--- src/rtl/libv_base_pkg.sv ---
// Shared constants and helpers for the libv_base arithmetic blocks.
// sat_fn works on a sign-extended SAT_W-bit value so one function serves every width.
package libv_base_pkg;

    localparam logic [31:0] MODE_DUMP = "DUMP";
    localparam logic [31:0] MODE_RUN  = "RUN";
    localparam int          SAT_W     = 64;

    function automatic int clog2_fn(input int n);
        int r;
        r = 0;
        for (int v = n - 1; v > 0; v = v >> 1) begin
            r++;
        end
        return r;
    endfunction

    // Returns {ovf, value}; value is x if it fits in wo signed bits, else the rail.
    function automatic logic [SAT_W:0] sat_fn(input logic [SAT_W-1:0] x, input int wo);
        logic signed [SAT_W-1:0] hi;
        logic [SAT_W-1:0]        max_v;
        hi    = $signed(x) >>> (wo - 1);
        max_v = (SAT_W'(1) << (wo - 1)) - SAT_W'(1);
        if (hi == '0 || hi == '1) begin
            return {1'b0, x};
        end
        return {1'b1, x[SAT_W-1] ? ~max_v : max_v};
    endfunction

endpackage

--- src/rtl/libv_base_sat.sv ---
// Combinational signed saturation from WIN to WOUT bits with a clip flag.
// Sign-extends when WOUT >= WIN, in which case o_ovf is always 0.
module libv_base_sat
    import libv_base_pkg::*;
#(
    parameter int WIN  = 9,
    parameter int WOUT = 8
) (
    input  logic [WIN-1:0]  i_x,
    output logic [WOUT-1:0] o_y,
    output logic            o_ovf
);

    logic [SAT_W-1:0] x_ext;
    logic [SAT_W:0]   sat_res;
    logic             sat_unused;

    always_comb begin
        x_ext   = SAT_W'($signed(i_x));
        sat_res = sat_fn(x_ext, WOUT);
    end

    assign o_y        = sat_res[WOUT-1:0];
    assign o_ovf      = sat_res[SAT_W];
    assign sat_unused = ^sat_res[SAT_W-1:WOUT];

endmodule

--- src/rtl/libv_base_sacc.sv ---
// Signed saturating accumulate-and-dump (DUMP) or running accumulator (RUN)
// with a one-deep valid/ready output register.
module libv_base_sacc
    import libv_base_pkg::*;
#(
    parameter int          WI   = 8,
    parameter int          WO   = 8,
    parameter int          LEN  = 4,
    parameter logic [31:0] MODE = MODE_DUMP
) (
    input  logic          clk,
    input  logic          rst,
    input  logic          clr,
    input  logic          i_valid,
    output logic          i_ready,
    input  logic [WI-1:0] i_data,
    output logic          o_valid,
    input  logic          o_ready,
    output logic [WO-1:0] o_data,
    output logic          o_ovf
);

    localparam int WACC     = WI + clog2_fn(LEN);
    localparam int WCNT     = clog2_fn(LEN);
    localparam bit RUN_MODE = (MODE == MODE_RUN);

    logic [WACC-1:0] acc_q, acc_d;
    logic [WCNT-1:0] cnt_q, cnt_d;
    logic            out_valid_q, out_valid_d;
    logic [WO-1:0]   out_data_q, out_data_d;
    logic            out_ovf_q, out_ovf_d;

    logic [WACC:0]   sum;
    logic [WACC-1:0] acc_next;
    logic [WO-1:0]   res_data;
    logic            res_ovf;
    logic            accept;
    logic            frame_done;

    // One guard bit above the accumulator keeps the add exact before clipping.
    assign sum = {acc_q[WACC-1], acc_q} + (WACC+1)'($signed(i_data));

    generate
        if (RUN_MODE) begin : g_run
            logic acc_ovf;
            logic wo_ovf;
            libv_base_sat #(.WIN(WACC + 1), .WOUT(WACC)) u_acc_sat (
                .i_x   (sum),
                .o_y   (acc_next),
                .o_ovf (acc_ovf)
            );
            libv_base_sat #(.WIN(WACC), .WOUT(WO)) u_out_sat (
                .i_x   (acc_next),
                .o_y   (res_data),
                .o_ovf (wo_ovf)
            );
            assign res_ovf = acc_ovf | wo_ovf;
        end else begin : g_dump
            libv_base_sat #(.WIN(WACC + 1), .WOUT(WO)) u_out_sat (
                .i_x   (sum),
                .o_y   (res_data),
                .o_ovf (res_ovf)
            );
            assign acc_next = sum[WACC-1:0];
        end
    endgenerate

    assign i_ready    = !out_valid_q || o_ready;
    assign accept     = i_valid && i_ready;
    assign frame_done = RUN_MODE || (cnt_q == WCNT'(LEN - 1));

    always_comb begin
        acc_d       = acc_q;
        cnt_d       = cnt_q;
        out_valid_d = out_valid_q;
        out_data_d  = out_data_q;
        out_ovf_d   = out_ovf_q;

        if (out_valid_q && o_ready) begin
            out_valid_d = 1'b0;
        end

        // clr wins over a same-cycle accept; that sample is dropped.
        if (clr) begin
            acc_d = '0;
            cnt_d = '0;
        end else if (accept) begin
            if (frame_done) begin
                out_valid_d = 1'b1;
                out_data_d  = res_data;
                out_ovf_d   = res_ovf;
                acc_d       = RUN_MODE ? acc_next : '0;
                cnt_d       = '0;
            end else begin
                acc_d = acc_next;
                cnt_d = cnt_q + WCNT'(1);
            end
        end
    end

    always_ff @(posedge clk or posedge rst) begin
        if (rst) begin
            acc_q       <= '0;
            cnt_q       <= '0;
            out_valid_q <= 1'b0;
            out_data_q  <= '0;
            out_ovf_q   <= 1'b0;
        end else begin
            acc_q       <= acc_d;
            cnt_q       <= cnt_d;
            out_valid_q <= out_valid_d;
            out_data_q  <= out_data_d;
            out_ovf_q   <= out_ovf_d;
        end
    end

    assign o_valid = out_valid_q;
    assign o_data  = out_data_q;
    assign o_ovf   = out_ovf_q;

endmodule

--- config.mk ---
export PLATFORM = sky130hd
export DESIGN_NAME = libv_base_sacc
export DESIGN_NICKNAME = d
export VERILOG_FILES = /design/src/rtl/libv_base_pkg.sv /design/src/rtl/libv_base_sat.sv /design/src/rtl/libv_base_sacc.sv
export SDC_FILE = /design/constraint.sdc
export NUM_CORES = 1
export LEC_CHECK = 0
export ABC_AREA = 1
export CORE_MARGIN = 1.5
export CORE_UTILIZATION = 48
export DETAILED_ROUTE_END_ITERATION = 8
export PLACE_DENSITY_LB_ADDON = 0.25
export SLEW_MARGIN = 25
export SYNTH_ARGS = -nofsm -noshare
export SYNTH_HDL_FRONTEND = slang
export SYNTH_HIERARCHICAL = 1
export SYNTH_SLANG_ARGS = --single-unit
export TNS_END_PERCENT = 100
--- constraint.sdc ---
create_clock -name clk -period 2.1 [get_ports clk]
set_input_delay 0.21 -clock clk [delete_from_list [all_inputs] [get_ports clk]]
set_output_delay 0.21 -clock clk [all_outputs]
set_load 0.03 [all_outputs]
Yosys cells after proc, flatten, opt, wreduce, memory -nomap -nowiden

Cells that the tools add are included.

Bits in registers: 22
Output and inout port bits: 11
Word-level logic and storage cells: 32

Add/sub/neg operators: 2
Eq/ne operators: 2
Mux-type cells: 14
Bitwise gates (word level): 1
Reduce and logical (&&, ||, !) cells: 8

Operators with widths:

| cell                 | number |
|---|---|
| $mux 65              | 2 |
| $eq 64x64->1 const B | 1 |
| $logic_not 64->1     | 1 |
| $mux 64              | 1 |
| $mux 10              | 3 |
| $add 10x8->11        | 1 |
| $mux 2               | 3 |
| $mux 1               | 5 |
| $reduce_and 3->1     | 1 |
| $add 2x1->2 const B  | 1 |
| $eq 2x2->1 const B   | 1 |
| $logic_and 1x1->1    | 2 |
| $logic_or 1x1->1     | 2 |
| $reduce_bool 2->1    | 1 |
| $logic_not 1->1      | 1 |
| $not 1->1            | 1 |

Longest topological paths before layout

Gate-level depths: netlist (run 1).

Depth in word-level cells: 5
Mapped depth: 15

Modules after synthesis

The synthesis (run 1) kept the hierarchy.

By module, submodules not included:

| module         | instances | cells each | area each (um^2) | sequential area each (um^2) |
|---|---|---|---|---|
| libv_base_sacc | 1         | 162        | 1,416.4          | 550.5 |
| libv_base_sat  | 1         | 23         | 127.6            | 0.0 |

Worst setup path after synthesis (run 1)

OpenSTA, ideal clock, no wires.

Kind: reg2reg
Start: register acc_q[0]
End: register out_ovf_q (netlist: o_ovf)
Arrival: 2.103 ns
Setup slack: -0.127 ns
Cell stages (with the launch flop): 13
Buffers on the path: 0
Period minus slack after synthesis: 2.227 ns
Cell sequence: dfrtp_1 -> ha_1 -> fa_1 -> nand3_1 -> nand2_2 -> nand2_2 -> nand2_2 -> nand2_2 -> nand3_1 -> and2_1 -> o21ai_4 -> nand2_1 -> mux2_2

Longest elaborated chain between the ends: 5

Ends and longest elaborated chain:

| what                                             | line                  | source |
|---|---|---|
| from (decl)                                      | libv_base_sacc.sv:27  | `logic [WACC-1:0] acc_q, acc_d;` |
| from (signal assigned)                           | libv_base_sacc.sv:103 | `acc_q <= '0;` |
| from (signal assigned)                           | libv_base_sacc.sv:109 | `acc_q <= acc_d;` |
| $add 10x8->11 (*)                                | libv_base_sacc.sv:41  | `assign sum = {acc_q[WACC-1], acc_q} + (WACC+1)'($signed(i_data));` |
| via sum[10]                                      | libv_base_sacc.sv:33  | `logic [WACC:0] sum;` |
| $eq 64x64->1 or $logic_not 64->1 (tied branches) | libv_base_pkg.sv:24   | `if (hi == '0 \|\| hi == '1) begin` |
| $logic_or 1x1->1 (*)                             | libv_base_pkg.sv:24   |  |
| $mux 1 (*)                                       | libv_base_pkg.sv:24   |  |
| $mux 65 (*)                                      | libv_base_pkg.sv:27   | `return {1'b1, x[SAT_W-1] ? ~max_v : max_v};` |
| via res_ovf                                      | libv_base_sacc.sv:36  | `logic res_ovf;` |
| to (signal assigned)                             | libv_base_sacc.sv:113 | `out_ovf_q <= out_ovf_d;` |
| to (decl)                                        | libv_base_sacc.sv:31  | `logic out_ovf_q, out_ovf_d;` |

Mark *: on every way through the listed nets, which the timed path passes. The rest lies on a longest branch.
A chain may end at the register's enable or synchronous reset.

Worst setup path after layout (run 1)

Ends and elaborated chain as after synthesis.

==> results of run 1 <==
[sequential cells by signal, indices dropped and copies added (netlist names)]
name,cells
o_ovf,1
o_data,8
cnt_q,2
acc_q,10
o_valid,1
[layout by cell type (no fill, tap or decap), types with 2 or more instances in the layout]
master            n
a21oi_1           2
a21oi_2           3
a22o_1            3
and2_1            2
and2_4            3
buf_4            38
buf_6             2
clkbuf_4          3
clkdlybuf4s50_1  23
dfrtp_1          22
ha_1              8
ha_4              3
inv_1            19
mux2_2            7
mux2_4            2
nand2_1          50
nand2_2           5
nand2_4           6
nand3_1          12
nand3_2           6
nand3b_1          3
nor2_1            8
o21ai_0           2
o21ai_4           2
xor2_1            2
[power groups by stage]
stage	combinational (mW)	clock [mW]	sequential, mW
after floorplan	0.481	0	0.729
after global placement	1.02	0	0.582
after detailed placement	1.05	0	0.589
after CTS	1.08	0.336	0.580
after global routing	1.32	0.349	0.594
final	1.23	0.341	0.583
[path summary, 6_finish.rpt]
path	slack, ns	from	to
hold / removal	0.21	rst	o_data[1]
setup / recovery	-0.28	acc_q[0]	o_ovf
min in group clk	0.51	cnt_q[1]	cnt_q[1]
hold reg to reg	0.51	cnt_q[1]	cnt_q[1]
max in group asynchronous	1.66	rst	acc_q[3]
setup reg to reg	-0.28	acc_q[0]	o_ovf
[synthesized netlist by cell type (2+ instances only)]
cell type	number	share of area
nand2_1	54	0.13
o21ai_4	2	0.021
ha_1	11	0.089
a22o_1	3	0.017
dfrtp_1	22	0.36
a21oi_1	2	0.0065
mux2_2	9	0.066
o21ai_0	2	0.0065
nand2_2	6	0.024
inv_1	19	0.046
xor2_1	2	0.011
and2_1	6	0.024
a21oi_2	3	0.017
nand3_1	18	0.058
nor2_1	8	0.019
nand3b_1	3	0.015
[per-layer routing]
layer | wire length (um) | global-route usage | part of all wire | vias to the layer above
li1 | - | - | - | 739
met1 | 1783 | 0.2737 | 0.41 | 765
met2 | 2368 | 0.4674 | 0.54 | 44
met3 | 102 | 0.02165 | 0.023 | 9
met4 | 102 | 0.1175 | 0.023 | 0
met5 | 0 | 0 | 0 | -
[cells by family (layout without fill, tap and decap cells)]
kind of cell,count (synthesis),after routing,synth area share
flip-flops,22,22,0.3566
AO/OA/AOI/OAI,16,16,0.08672
XOR/XNOR,3,3,0.01702
buffers and inverters,21,86,0.05349
multiplexers,9,9,0.06564
adder cells (fa/ha/maj),12,12,0.1021
AND/OR/NAND/NOR,102,102,0.3185
[area by class of cell]
| type | count | area [sq um] | share of cell area |
|---|---|---|---|
| repair buffers | 63 | 538.0 | 0.2327 |
| clock inverters | 1 | 30.03 | 0.01299 |
| flip-flops and latches | 22 | 550.5 | 0.2381 |
| clock buffers | 3 | 22.52 | 0.009740 |
| inverters | 19 | 71.32 | 0.03084 |
| multi-input cells | 142 | 1045 | 0.4518 |
| well taps | 44 | 55.05 | 0.02381 |
[repair_timing]
action	4_1_cts	5_1_grt
gates resized for setup	4	23
hold buffers	0	0
pin swaps	2	11
buffers inserted	2	7
endpoints found under the setup margin	8	8
[worst register-to-register path, stage by stage (launching register included)]
cell	delay [ns]
dfrtp_1	0.43
ha_4	0.18
fa_2	0.36
nand3_4	0.09
nand2_4	0.08
nand2_4	0.10
nand2_4	0.06
nand2_4	0.06
nand3_2	0.06
and2_4	0.20
o21ai_4	0.20
buf_4	0.14
nand2_1	0.05
mux2_2	0.26
==> summary.txt, run 1 <==
worst-case setup slack after placement: -0.4974 ns
Max Slew Vio Count: 0
largest fanout on the critical path: 4
switching power as a share of total power: 0.3929
H-Tree Level Count: 1
critical path launch point type: flop
final critical-path setup slack: -0.2759 ns
initial antenna violation count: 0
worst path arrival time: 2.61 ns
post-layout total power: 2.159 mW
Routed WL: 4357 um
internal cell power: 1.310 mW
Post-synth EDFFs: 0
Clock Power Share: 0.158
remaining global-route overflow: 0
Post-Syn Area per Cell: 8.346 sq um
power per cell area: 933.6 nW/um^2
Worst-Margin Slew: 0.4228 ns
largest net degree at the start of global routing: 23
MaxCap Viol Count: 0
starting utilization of the core area: 0.5057
final hold slack: 0.2071 ns
sink count of the clock tree: 22
Max Root-Sink Buffers: 2
sum of negative setup slack: -1.964 ns
setup repair after global routing missed its margin: yes
final setup vio count: 8
number of I/O pins: 24
post-layout util: 0.7574
most used flip-flop cell after synthesis: dfrtp_1
violations in the final reports: setup timing
detailed-router iteration count before antenna repair: 4
Final Skew: 0.001313 ns
clock period minus final worst setup slack: 2.376 ns
Cell Chain, Critical Path: ha_4 > fa_2 > nand3_4 > nand2_4 > nand2_4 > nand2_4 > nand2_4 > nand3_2 > and2_4 > o21ai_4 > buf_4 > nand2_1 > mux2_2
share of final-layout standard cells stronger than drive strength 1: 0.3560
combinational fraction of design power: 0.572
DRC marker count from the first detailed-route iteration: 72
Die Footprint: 3566 sq um
path depth of the worst reg2reg path: 13
kind of cell adding the most delay to the critical path: simple AND/OR/NAND/NOR gates
class of the tightest hold or removal check: input pin to async pin
count of standard-cell rows: 20
Synth Net Count: 210
count of nets after finishing: 276
crit-path max cell delay: 0.43 ns
Required @ worst endpoint: 2.33 ns
peak supply drop: 0.0004649 V
flop and latch count out of synthesis: 22
Bufs and invs on worst path: 1
total track usage: 0.2474
cell with the largest stage delay on the worst path: dfrtp_1
filler cell count: 219
Post-synth ARST share: 1.000
Achievable Freq: 0.4209 GHz
Crit path depth: 13
CTS Buf Count: 3
worst setup path category: flop to flop
clock edge transition at the registers on the reported setup and hold paths: 0.13 ns
global placement routability congestion: 0.9611
placement-stage cell area: 2061 sq um
post-synthesis sequential area ratio: 0.3566
layout overhead on the synthesized area: 49.76%
clk root buf: clkbuf_4
placeable core area: 3053 sq um
Die Width: 59.72 um
residual antenna-violating net count after detailed routing: 0
switching power of the nets: 0.8482 mW
buffers added on ports: 23
Period Utilization, post-route: 1.131
worst-skew pair later-pin latency: 0.33 ns
total standard cell area after synthesis: 1544 sq um
Critical Path Most Common Cell: nand2_4
HPWL after detailed placement: 3025 um
Hold Violations, Final: 0
Synth Instances: 185
chip height: 59.72 um
worst max-slew margin expressed relative to the limit: 0.7179
detailed-route DRC error count: 0
design area: 2312 sq um
kind of capture point of the worst setup path: flop
vias per inst: 5.296
clock tree from TritonCTS: done
first-pass GRT wire length: 6624 um
wire length per cell: 14.82 um
cell leakage power: 1.215 nW
result of the run: finished, violations left
number of placed instances, taps included: 281
Unique masters post-synth: 31
Diodes inserted: 0
via count of the first global-routing pass: 1,579
Layout Cells excl Fill: 294
Warnings, synthesis: 6
total via count after detailed routing: 1,557
Flop pwr share: 0.270
(Power assumes the default switching activity.)
==> run 2, diff against run 1 <==
- ABC_AREA: 1 -> default
- CTS_CLUSTER_DIAMETER: default -> 60
==> run 2 against run 1 <==
Compared with the run above:
- the flow still finishes with violations (setup timing)
- area after synthesis down 3.9%
- combinational power up 8%
- die area down 3.7%
- largest power group unchanged
- highest routed layer unchanged
==> summary.txt, run 2 <==
final critical-path setup slack: -0.5565 ns (-0.2806 ns)
Die Width: 58.60 um (-1.9%)
cell leakage power: 1.086 nW (-11%)
detailed-router iteration count before antenna repair: 5 (+1)
clock period minus final worst setup slack: 2.656 ns (+0.2806 ns)
residual antenna-violating net count after detailed routing: 0 (unchanged)
buffers added on ports: 23 (unchanged)
H-Tree Level Count: 1 (unchanged)
violations in the final reports: setup timing
cell with the largest stage delay on the worst path: dfrtp_1
Warnings, synthesis: 6 (unchanged)
worst-skew pair later-pin latency: 0.32 ns (about the same)
CTS Buf Count: 3 (unchanged)
power per cell area: 957.8 nW/um^2 (+2.6%)
MaxCap Viol Count: 0 (unchanged)
cell accounting for the most synthesized area: dfrtp_1
critical path launch point type: flop
largest fanout on the critical path: 4 (unchanged)
vias per inst: 6.020 (+14%)
worst setup path category: flop to flop
commonest non-fill, non-tap cell in the layout: buf_4
worst path arrival time: 2.88 ns (+0.27 ns)
Cell Chain, Critical Path: ha_2 > fa_2 > a21o_1 > a221oi_2 > o21ai_2 > xor2_2 > buf_6 > nor4_4 > nor3_1 > mux2_2
post-layout util: 0.7833 (+0.02596)
clock tree from TritonCTS: done
Worst-Margin Slew: 0.5654 ns (+0.1426 ns)
Post-Syn Area per Cell: 10.23 sq um (+23%)
clk root buf: clkbuf_4
Routed WL: 4225 um (-3.0%)
flop and latch count out of synthesis: 22 (unchanged)
kind of capture point of the worst setup path: flop
Required @ worst endpoint: 2.33 ns (about the same)
Achievable Freq: 0.3764 GHz (-11%)
Max Slew Vio Count: 0 (unchanged)
Worst R2R Start: acc_q[0]
Synth Net Count: 170 (-19%)
Synth Instances: 145 (-22%)
first-pass GRT wire length: 6865 um (+3.6%)
HPWL after detailed placement: 2698 um (-11%)
starting utilization of the core area: 0.5202 (+0.01444)
share of final-layout standard cells stronger than drive strength 1: 0.4038 (+0.04776)
clock edge transition at the registers on the reported setup and hold paths: 0.13 ns (about the same)
wire length per cell: 17.32 um (+17%)
Hold Violations, Final: 0 (unchanged)
Post-synth ARST share: 1.000 (unchanged)
filler cell count: 197 (-10%)
remaining global-route overflow: 0 (unchanged)
placeable core area: 2853 sq um (-6.6%)
global placement routability congestion: 0.8290 (-14%)
commonest cells in the synthesized netlist: 22 x dfrtp_1, 11 x ha_1, 10 x mux2_2, 10 x nand2_1, 9 x nor2_1
class of the tightest hold or removal check: input pin to async pin
Post-synth EDFFs: 0 (unchanged)
commonest cells after routing, fill and taps aside: 45 x buf_4, 23 x clkdlybuf4s50_1, 22 x dfrtp_1
detailed-route DRC error count: 0 (unchanged)
most instantiated library cell after synthesis: dfrtp_1
total via count after detailed routing: 1,469 (-5.7%)
Unique masters post-synth: 36 (+16%)
post-layout total power: 2.140 mW (-0.85%)
chip height: 58.60 um (-1.9%)
sink count of the clock tree: 22 (unchanged)
register containing the most flip-flops in the final layout: acc_q
met3 wirelength from detailed routing: 248 um (+140%)
total track usage: 0.2656 (+0.01819)
Die Footprint: 3434 sq um (-3.7%)
final setup vio count: 11 (+3)
r2r endpoint: o_data[4]
total standard cell area after synthesis: 1484 sq um (-3.9%)
result of the run: finished, violations left
Diodes inserted: 0 (unchanged)
DRC marker count from the first detailed-route iteration: 45 (-38%)
crit-path max cell delay: 0.41 ns (-0.02 ns)
sum of negative setup slack: -4.406 ns (-2.442 ns)
post-synthesis sequential area ratio: 0.3710 (+0.01443)
metal2 WL: 2119 um (-11%)
worst max-slew margin expressed relative to the limit: 0.6231 (-0.09477)
Max Root-Sink Buffers: 2 (unchanged)
M1 wire length: 1702 um (-4.5%)
setup slack on the worst flop-to-flop path: -0.56 ns (-0.28 ns)
via count of the first global-routing pass: 1,523 (-3.5%)
top routing layer in use: met4
Final Skew: 0.003490 ns (+0.002177 ns)
number of I/O pins: 24 (unchanged)
peak supply drop: 0.0006552 V (+41%)
share of the synthesized area in the top cell type: 0.3710 (+0.01443)
Largest register FFs: 10 (unchanged)
number of placed instances, taps included: 233 (-17%)
count of nets after finishing: 239 (-13%)
setup repair after global routing missed its margin: yes
path depth of the worst reg2reg path: 10 (-3)
Layout Cells excl Fill: 244 (-17%)
most used flip-flop cell after synthesis: dfrtp_1
layout overhead on the synthesized area: 50.59%
count of standard-cell rows: 19 (-5.0%)
initial antenna violation count: 0 (unchanged)
CTS Hold Bufs: 0 (unchanged)
cell types occupying the most area after synthesis: dfrtp_1 37%, ha_1 9.3%, mux2_2 7.6%, a22o_1 4.7%, nor4_1 3.4%
final hold slack: 0.2210 ns (+0.01384 ns)
Period Utilization, post-route: 1.265 (+0.1336)
largest net degree at the start of global routing: 23 (unchanged)
-- run 2: changes by cell type after synthesis, moves of 6 or more --
cell      delta
a21boi_1     +6
and2_1       -6
inv_1       -18
nand2_1     -44
nand3_1     -15
nor3_1       +6
nor4_1       +8
-- run 2: kinds of logic (layout without fill, tap and decap cells) --
family / count (synthesis) / after routing / share of synthesized area
AO/OA/AOI/OAI: 35 / 35 / 0.1863
AND/OR/NAND/NOR: 47 / 47 / 0.1644
XOR/XNOR: 9 / 9 / 0.05312
adder cells (fa/ha/maj): 12 / 12 / 0.1062
flip-flops: 22 / 22 / 0.3710
multiplexers: 11 / 11 / 0.08263
buffers and inverters: 9 / 77 / 0.03625
-- run 2: metrics by stage --
stage / setup slack [ns] / instance area (sq um)
finish: -0.5565 / 2235
floorplan: -0.3414 / 1509
detailed placement: -0.7502 / 2053
global route: -0.6362 / 2235
CTS: -0.4355 / 2178
global placement: -0.6667 / 2053
-- run 2: final cells by class --
cell class              count  area, sq um  share of cell area
well taps                  31        38.79             0.01736
flip-flops and latches     22        550.5              0.2464
clock buffers               4        36.28             0.01624
multi-input cells         114        983.4              0.4401
inverters                   1        3.754            0.001680
repair buffers             72        621.8              0.2783
-- run 2: layer usage --
layer | vias to the layer above | global-route usage
li1 | 673 | -
met3 | 23 | 0.03516
met1 | 715 | 0.3101
met5 | - | 0
met2 | 58 | 0.4703
met4 | 0 | 0.1429
-- run 2: worst max path at each step --
stage | start | end | slack, ns | cells after the start
floorplan | acc_q[0] | o_data[0] | -0.34 | 11
global placement | i_data[0] | o_data[5] | -0.67 | 11
detailed placement | i_data[0] | o_data[4] | -0.75 | 11
CTS | acc_q[0] | o_data[4] | -0.44 | 10
global route | acc_q[0] | o_data[1] | -0.64 | 10
finish | acc_q[0] | o_data[4] | -0.56 | 10
-- run 2: where the power goes --
group	total (mW)	switching, mW	internal (mW)
logic	1.33	0.657	0.678
clock network	0.251	0.144	0.106
registers	0.555	0.0477	0.507
-- run 2: worst max-delay path, delay by kind of cell, from the launching register on --
kind	cells	cell delay [ns]
compound gates	3	0.65
fa+ha+maj	2	0.54
flops	1	0.41
simple gates	2	0.36
mux	1	0.26
xor+xnor	1	0.19
buf+inv	1	0.16
-- run 2: timing repair --
item / in CTS / in global routing
setup buffers: 4 / 2
cloned: 1 / 0
setup endpoints to repair: 10 / 12
resized for setup: 10 / 7
pin swaps: 4 / 5
